`src/rtl/coherent_bus_ctrl.sv`:
```
// coherent_bus_ctrl -- N-CPU coherent memory bus controller.
//
// Arbitrates instruction fetches, data reads and data writebacks from CPUS
// processors onto one single-ported RAM. Coherent data misses are snooped
// into every other data cache under MSI. Data and instruction requests keep
// separate round-robin pointers.
//
// Optional feature macro: COHERENT_BUS_C2C_EN
//   defined   - a snoop hit is served by a direct cache-to-cache forward
//               combined with one RAM write (C2C state).
//   undefined - a snoop hit becomes a writeback on behalf of the responder
//               followed by a RAM read for the requester.
//
// Ports:
//   CLK, RST                 clock (rising edge), async active-high reset
//   iREN, dREN, dWEN         per-CPU request strobes (held until served)
//   iaddr, daddr, dstore     per-CPU request address / write data
//   ccwrite, cctrans         per-CPU read-exclusive / coherent-miss qualifiers
//   ramload, ramstate        RAM read data and status (FREE/BUSY/ACCESS/ERROR)
//   iwait, dwait             per-CPU "request not complete"
//   iload, dload             per-CPU returned data
//   ccwait, ccinv            per-CPU snoop stall / invalidate
//   ccsnoopaddr              per-CPU snooped address
//   ramREN, ramWEN           RAM strobes (never both high)
//   ramaddr, ramstore        RAM address / write data
module coherent_bus_ctrl #(
  parameter int CPUS   = 2,
  parameter int WORD_W = 32
) (
  input  logic                           CLK,
  input  logic                           RST,
  input  logic [CPUS-1:0]                iREN,
  input  logic [CPUS-1:0]                dREN,
  input  logic [CPUS-1:0]                dWEN,
  input  logic [CPUS-1:0][WORD_W-1:0]    iaddr,
  input  logic [CPUS-1:0][WORD_W-1:0]    daddr,
  input  logic [CPUS-1:0][WORD_W-1:0]    dstore,
  input  logic [CPUS-1:0]                ccwrite,
  input  logic [CPUS-1:0]                cctrans,
  input  logic [WORD_W-1:0]              ramload,
  input  logic [1:0]                     ramstate,
  output logic [CPUS-1:0]                iwait,
  output logic [CPUS-1:0]                dwait,
  output logic [CPUS-1:0][WORD_W-1:0]    iload,
  output logic [CPUS-1:0][WORD_W-1:0]    dload,
  output logic [CPUS-1:0]                ccwait,
  output logic [CPUS-1:0]                ccinv,
  output logic [CPUS-1:0][WORD_W-1:0]    ccsnoopaddr,
  output logic                           ramREN,
  output logic                           ramWEN,
  output logic [WORD_W-1:0]              ramaddr,
  output logic [WORD_W-1:0]              ramstore
);

  localparam int         PW         = $clog2(CPUS);
  localparam logic [1:0] RAM_ACCESS = 2'd2;

  typedef enum logic [2:0] {
    IDLE, IFETCH, DWB, SNOOP, SNOOP_RSP,
`ifdef COHERENT_BUS_C2C_EN
    C2C,
`endif
    DFILL
  } state_t;

  state_t          state, state_n;
  logic [PW-1:0]   g, g_n;          // granted CPU
  logic [PW-1:0]   r, r_n;          // snoop responder
  logic            wbr, wbr_n;      // DWB is a writeback on behalf of r
  logic [PW-1:0]   dptr, dptr_n;
  logic [PW-1:0]   iptr, iptr_n;
  logic [PW:0]     dsel, isel;      // {found, index}
  logic            done;
  logic            rfound;
  logic [PW-1:0]   rsel;

  // First requester at or after ptr, ascending with wrap. Walking k downward
  // lets the smallest distance win without an explicit found flag.
  function automatic logic [PW:0] pick(input logic [CPUS-1:0] req,
                                       input logic [PW-1:0]   ptr);
    logic [PW:0]   res;
    logic [PW-1:0] sel;
    int            idx;
    res = '0;
    for (int k = CPUS - 1; k >= 0; k--) begin
      idx = int'(ptr) + k;
      if (idx >= CPUS) idx = idx - CPUS;
      sel = PW'(idx);
      if (req[sel]) res = {1'b1, sel};
    end
    return res;
  endfunction

  function automatic logic [PW-1:0] inc(input logic [PW-1:0] p);
    if (int'(p) == CPUS - 1) return '0;
    return p + PW'(1);
  endfunction

  always_ff @(posedge CLK or posedge RST) begin
    if (RST) begin
      state <= IDLE;
      wbr   <= 1'b0;
      dptr  <= '0;
      iptr  <= '0;
    end else begin
      state <= state_n;
      wbr   <= wbr_n;
      dptr  <= dptr_n;
      iptr  <= iptr_n;
    end
  end

  // Grant and responder only matter outside IDLE, so they carry no reset.
  always_ff @(posedge CLK) begin
    g <= g_n;
    r <= r_n;
  end

  always_comb begin
    state_n     = state;
    g_n         = g;
    r_n         = r;
    wbr_n       = wbr;
    dptr_n      = dptr;
    iptr_n      = iptr;
    iwait       = '1;
    dwait       = '1;
    iload       = '0;
    dload       = '0;
    ccwait      = '0;
    ccinv       = '0;
    ccsnoopaddr = '0;
    ramREN      = 1'b0;
    ramWEN      = 1'b0;
    ramaddr     = '0;
    ramstore    = '0;
    done        = (ramstate == RAM_ACCESS);
    dsel        = pick(dREN | dWEN, dptr);
    isel        = pick(iREN, iptr);
    rfound      = 1'b0;
    rsel        = '0;
    for (int o = CPUS - 1; o >= 0; o--) begin
      if (dWEN[o] && (PW'(o) != g)) begin
        rfound = 1'b1;
        rsel   = PW'(o);
      end
    end

    // Snoop stall and address stay on the other caches for the whole
    // snoop/forward window; invalidate only pulses in SNOOP.
    if (state == SNOOP || state == SNOOP_RSP
`ifdef COHERENT_BUS_C2C_EN
        || state == C2C
`endif
       ) begin
      for (int o = 0; o < CPUS; o++) begin
        if (PW'(o) != g) begin
          ccwait[o]      = 1'b1;
          ccsnoopaddr[o] = daddr[g];
          ccinv[o]       = (state == SNOOP) ? ccwrite[g] : 1'b0;
        end
      end
    end

    case (state)
      IDLE: begin
        if (dsel[PW]) begin
          g_n   = dsel[PW-1:0];
          wbr_n = 1'b0;
          if (dWEN[g_n])         state_n = DWB;
          else if (cctrans[g_n]) state_n = SNOOP;
          else                   state_n = DFILL;
        end else if (isel[PW]) begin
          g_n     = isel[PW-1:0];
          state_n = IFETCH;
        end
      end
      IFETCH: begin
        ramREN   = 1'b1;
        ramaddr  = iaddr[g];
        iload[g] = ramload;
        if (!iREN[g]) state_n = IDLE;
        else if (done) begin
          iwait[g] = 1'b0;
          state_n  = IDLE;
          iptr_n   = inc(g);
        end
      end
      DWB: begin
        ramWEN   = 1'b1;
        ramaddr  = daddr[g];
        ramstore = wbr ? dstore[r] : dstore[g];
        if (wbr) begin
          // Responder's dirty block goes to RAM first; g then refills.
          if (!dREN[g]) state_n = IDLE;
          else if (done) begin
            dwait[r] = 1'b0;
            wbr_n    = 1'b0;
            state_n  = DFILL;
          end
        end else begin
          if (!dWEN[g]) state_n = IDLE;
          else if (done) begin
            dwait[g] = 1'b0;
            state_n  = IDLE;
            dptr_n   = inc(g);
          end
        end
      end
      SNOOP: begin
        state_n = dREN[g] ? SNOOP_RSP : IDLE;
      end
      SNOOP_RSP: begin
        if (!dREN[g]) state_n = IDLE;
        else if (rfound) begin
          r_n = rsel;
`ifdef COHERENT_BUS_C2C_EN
          state_n = C2C;
`else
          wbr_n   = 1'b1;
          state_n = DWB;
`endif
        end else begin
          state_n = DFILL;
        end
      end
`ifdef COHERENT_BUS_C2C_EN
      C2C: begin
        dload[g] = dstore[r];
        ramWEN   = 1'b1;
        ramaddr  = daddr[g];
        ramstore = dstore[r];
        if (!dREN[g]) state_n = IDLE;
        else if (done) begin
          dwait[g] = 1'b0;
          dwait[r] = 1'b0;
          state_n  = IDLE;
          dptr_n   = inc(g);
        end
      end
`endif
      DFILL: begin
        ramREN   = 1'b1;
        ramaddr  = daddr[g];
        dload[g] = ramload;
        if (!dREN[g]) state_n = IDLE;
        else if (done) begin
          dwait[g] = 1'b0;
          state_n  = IDLE;
          dptr_n   = inc(g);
        end
      end
      default: state_n = IDLE;
    endcase
  end

endmodule
```
`config.mk`:
```
export PLATFORM = sky130hd
export DESIGN_NAME = coherent_bus_ctrl
export DESIGN_NICKNAME = d
export VERILOG_FILES = /design/src/rtl/coherent_bus_ctrl.sv
export SDC_FILE = /design/constraint.sdc
export NUM_CORES = 1
export LEC_CHECK = 0
export BUFFER_PORTS_ARGS = -buffer_cell sky130_fd_sc_hd__buf_2
export CAP_MARGIN = 30
export CORE_AREA = 4 4 195 197
export CTS_BUF_LIST = sky130_fd_sc_hd__clkbuf_8
export DETAILED_ROUTE_END_ITERATION = 6
export DIE_AREA = 0 0 199 201
export GPL_TIMING_DRIVEN = 0
export MAX_ROUTING_LAYER = met4
export PLACE_DENSITY = 0.33
export SLEW_MARGIN = 30
export SYNTH_ARGS = -nofsm -noshare
export SYNTH_HDL_FRONTEND = slang
export SYNTH_SLANG_ARGS = --single-unit
```
`constraint.sdc`:
```
create_clock -name CLK -period 2.4 [get_ports CLK]
set_clock_uncertainty 0.05 [all_clocks]
set_input_delay 0.48 -clock CLK [delete_from_list [all_inputs] [get_ports CLK]]
set_output_delay 0.48 -clock CLK [all_outputs]
set_load 0.03 [all_outputs]
```
; ---- After elaboration in Yosys (flattened, before gate mapping)
; Index checks and enable logic that the tools add are counted.
[totals]
inputBits = 238
romBits = 0
mem_bits_rw = 0
mem_count = 0
word_cells = 176
output_inout_bits = 266
latch_bits = 0
register_bits = 8
[op_classes]
add_sub_neg = 7
n_bitwise = 5
n_lt_le_gt_ge = 13
n_shift = 0
multipliers = 0
n_eq_ne = 16
div_mod_pow = 0
muxes = 112
reduce_logical = 17
[ops]
columns = op, n
row1 = $mux W32, 13
row2 = $mux W64, 3
row3 = $and A64 B64 Y64, 1
row4 = $pmux W32 S2, 1
row5 = $mux W1, 60
row6 = $mux W3, 14
row7 = $demux W32 S1, 1
row8 = $mux W2, 14
row9 = $pmux W3 S6, 1
row10 = $lt A1 B2 Y1 const B, 7
row11 = $ne A2 B2 Y1 const B, 7
row12 = $eq A3 B2 Y1 const B, 2
row13 = $eq A3 B3 Y1 const B, 2
row14 = $reduce_and A3 Y1, 2
row15 = $reduce_and A6 Y1, 1
row16 = $add A1 B1 Y2 const B, 2
row17 = $ge A1 B2 Y1 const B, 2
row18 = $ge A2 B2 Y1 const B, 2
row19 = $logic_and A1 B1 Y1, 4
row20 = $ne A4 B4 Y1 const B, 1
row21 = $not A2 Y2, 2
row22 = $pmux W2 S2, 1
row23 = $reduce_and A2 Y1, 2
row24 = $reduce_and A4 Y1, 1
row25 = other kinds (17), 24

; ---- Depth between registers and ports, before layout
[logic_depth]
word_depth = 13
depth_mapped = 7
mapped_depth_nobuf = 5

; ---- Worst setup path after synthesis
; Ideal clock, no wire load.
[synth_timing]
path_kind = flip-flop to output port
from = register state[0]
to = output port ramaddr[0]
path_buffers = 3
required_time_ns = 1.870
stages_incl_launch_ff = 7
path_slack_ns = 0.080
arrival_ns = 1.790
cell_sequence = dfrtp_1 -> buf_4 -> or3b_1 -> buf_2 -> o21a_1 -> buf_2 -> o22ai_1
[synth_between]
elab_chain_len = 3
elab_cells_between_ends = 5
cone_classes = eq/ne: 3 / mux: 1 / reduce/logical: 1
[synth_rtl]
columns = element, line
row1 = from (decl), 66  ; state_t state, state_n;
row2 = from (signal assigned), 106  ; state <= state_n;
row3 = $eq A3 B3 Y1 or $eq A3 B2 Y1 (tied branches), 165  ; case (state)
row4 = $reduce_or A2 Y1 (no line), --
row5 = $pmux W32 S2 (*), 165
row6 = to (decl), 51  ; output logic [WORD_W-1:0] ramaddr,
; Mark *: on every way between the ends. The rest lies on a longest branch, timed or not.

; ---- Worst setup path after layout
[layout_timing]
from = register state[0]
to = output port ramaddr[25]
; Same word-level chain as after synthesis.

==> run_results.csv <==
group,metric,value,unit
outcome,outcome,"complete, but fails checks",
outcome,violations,"negative setup slack",
sta,min_period,2.44,ns
place,placed_area,0.00664,sq mm
die,initial_core_util,9.77,%
die,die-width,199,um
global_route,first_global_vias,6514,
clock_tree,cts_buffers,3,
run,drv_cap,0,
clock_tree,htreeDepth,1,
sta,rsz0062_at_grt,"true",
hold_path,hp-class,"input pin to asynchronous set/reset pin",
clock_tree,cts_tree,"yes",
sta,max_clock_freq,410,MHz
sta,drv_slew,0,
finish,final_cell_mix,"352 x buf_2, 103 x and2_1, 99 x buf_4, 92 x buf_6, 74 x nand2_1",
clock_tree,clk_pin_slew,0.04,ns
finish,drive_gt1_share,63.9,%
finish,final_nets,1330,
detailed_routing,vias,6307,
die,dieArea,0.0400,sq mm
setup_path,cp_slowest_cell,"dfrtp_1",
setup_path,crit_path_end_kind,"output port",
detailed_routing,routedWlPerCell,20.1,um
setup_path,startpoint,"state[0]",
setup_path,cpMostUsedCell,"buf_6",
sta,finalCritPeriodShare,102,%
place,gp_congestion,0.826,
detailed_routing,drt_iter0_markers,196,
sta,worst_slew_pin_slew,0.729,ns
die,core,0.0363,sq mm
yosys,post-synth-top-area-cell,"and2_1",
global_route,grt_pass1_wl,42600,um
power_and_ir_drop,ir_drop,0.362,mV
die,rows,70,
yosys,synth_seq_cells,8,
place,io_buffers,502,
die,ioPinCount,504,
yosys,avgSynthCellArea,6.47,sq um
clock_tree,cts_hold_buf,0,
place,dpl.cell_count,1517,
global_route,grt_antenna_before_repair,4,
setup_path,regToRegStartpoint,"state[0]",
sta,holdWs,0.159,ns
yosys,syn_area,0.00354,sq mm
yosys,synth.area.top_cells,"and2_1 23%, mux2i_1 19%, and3_1 11%",
global_route,grt_use_total,14.4,%
yosys,synth_edf_count,2,
yosys,synthArstFlopShare,75.0,%
yosys,netlist.area_leader.share,22.6,%
detailed_routing,vias_per_cell,4.04,
finish,final_common_cell,"buf_2",
finish,stdcell_area,0.00869,sq mm
die,die_h,201,um
place,dpl.hpwl,25800,um
yosys,ys_types,48,
yosys,yosysWarnings,0,
power_and_ir_drop,power,0.00926,W
finish,instances_no_fill,1561,
global_route,grt_max_degree,12,
detailed_routing,antenna_left,0,
setup_path,critPathMaxStageDelay,0.36,ns
power_and_ir_drop,p_leak,4.78,nW
detailed_routing,dr.pass1.iters,4,
detailed_routing,wl,31400,um
detailed_routing,post-route-drc-count,0,
yosys,synthCells,547,
clock_tree,cts_sinks,8,
sta,setup_ws,-0.0384,ns
setup_path,crit_chain,"buf_6 > or3b_1 > buf_6 > o21a_4 > buf_12 > o22ai_2 > buf_6",
setup_path,crit_required,1.87,ns
sta,finalHoldViolations,0,
sta,setup_viol,15,
setup_path,cp-start-kind,"flip-flop",
clock_tree,root_buffer,"clkbuf_8",
yosys,ys.flop_type,"dfrtp_1",
yosys,ys_seq_area_share,5.94,%
sta,slew_headroom,50.9,%
setup_path,crit_type,"flip-flop to output port",
setup_path,cp_max_fo,10,
setup_path,cp.arrival,1.91,ns
finish,area_growth,146,%
global_route,grt-ovfl-total,0,
clock_tree,clockBufferDepth,2,
clock_tree,clk_latency,0.23,ns
yosys,syn_nets,785,
power_and_ir_drop,power_density,1060,mW/mm^2
## registers in the layout (all words and copies together) (netlist names)
signal  flops
state       3
dptr        1
g           1
iptr        1
r           1
wbr         1
## critical path, delay by kind of cell (launching register included)
kind / cells / cell delay [ns]
and+or+nand+nor: 1 / 0.36
DFF: 1 / 0.36
AOI/OAI and AO/OA: 2 / 0.32
buffers and inverters: 4 / 0.63
## final cells by class
| cell class | instances | area (sq um) |
|---|---|---|
| Timing Repair Buffer | 542 | 3640 |
| Antenna cell | 3 | 7.51 |
| Inverter | 6 | 30.0 |
| Tap cell | 468 | 586 |
| Multi-Input combinational cell | 474 | 3570 |
| Clock buffer | 3 | 41.3 |
| Sequential cell | 8 | 210 |
| Fill cell | 4078 | 27600 |
| Buffer | 57 | 616 |
## per-layer routing
layer,up-vias,global-route usage (%),wire length [um]
li1,3000,-,-
met1,2944,15.3,11500
met2,340,27.9,17200
met3,23,1.59,2100
met4,0,4.01,697
met5,-,-,0
## where the power goes
part | switching [W] | internal (W) | total, W
Combinational | 0.00517 | 0.00370 | 0.00887
Clock | 0.0000548 | 0.000109 | 0.000164
Sequential | 0.0000357 | 0.000192 | 0.000228
Total | 0.00526 | 0.00400 | 0.00926
## kinds of logic after synthesis
logic type | share of synthesized area [%]
flops | 5.94
compound gates | 16.9
buf+inv | 8.27
mux | 20.0
simple gates | 48.9
## path summary, 6_finish.rpt
check,to,slack [ns],depth (start not counted)
worst max-delay path,ramaddr[25],-0.04,7
worst min-delay path,state[1],0.16,2
worst max register to register,dptr,0.50,8
worst min register to register,iptr,0.46,2
max in group asynchronous,state[2],1.91,2
min in group CLK,iptr,0.46,2
## cell usage after synthesis (all sizes together) (2+ instances only)
master and count:
a211o 2, a21oi 40, a31oi 3, and2 128
and3 64, buf 30, clkbuf 29, dfrtp 6
edfxtp 2, inv 6, mux2 4, mux2i 66
nand2 76, nand2b 4, nand3 5, nand4 2
nor2 9, nor2b 3, nor3 2, nor3b 5
nor4 2, o21a 2, o21ai 5, o22ai 34
o2bb2ai 2, or3 2
## stage by stage
| step | utilization [%] | TNS, ns | setup WS, ns |
|---|---|---|---|
| 4_1_cts | 21.3 | -1.67 | -0.0944 |
| 5_1_grt | 24.0 | -3.04 | -0.113 |
| 6_report | 24.0 | -0.182 | -0.0384 |
| 3_3_place_gp | 18.3 | -50.67 | -0.466 |
| 3_5_place_dp | 18.3 | -48.09 | -0.468 |
| 2_1_floorplan | - | 0 | 0.0801 |
## repair_timing
action | 4_1_cts | 5_1_grt
setup endpoints to repair | 261 | 214
cloned | 4 | 3
pin swaps | 7 | 21
resized for setup | 236 | 335
endpoints found under the hold margin | 0 | 0
setup buffers | 17 | 16
Note: power is estimated with default switching activity, not from simulation.
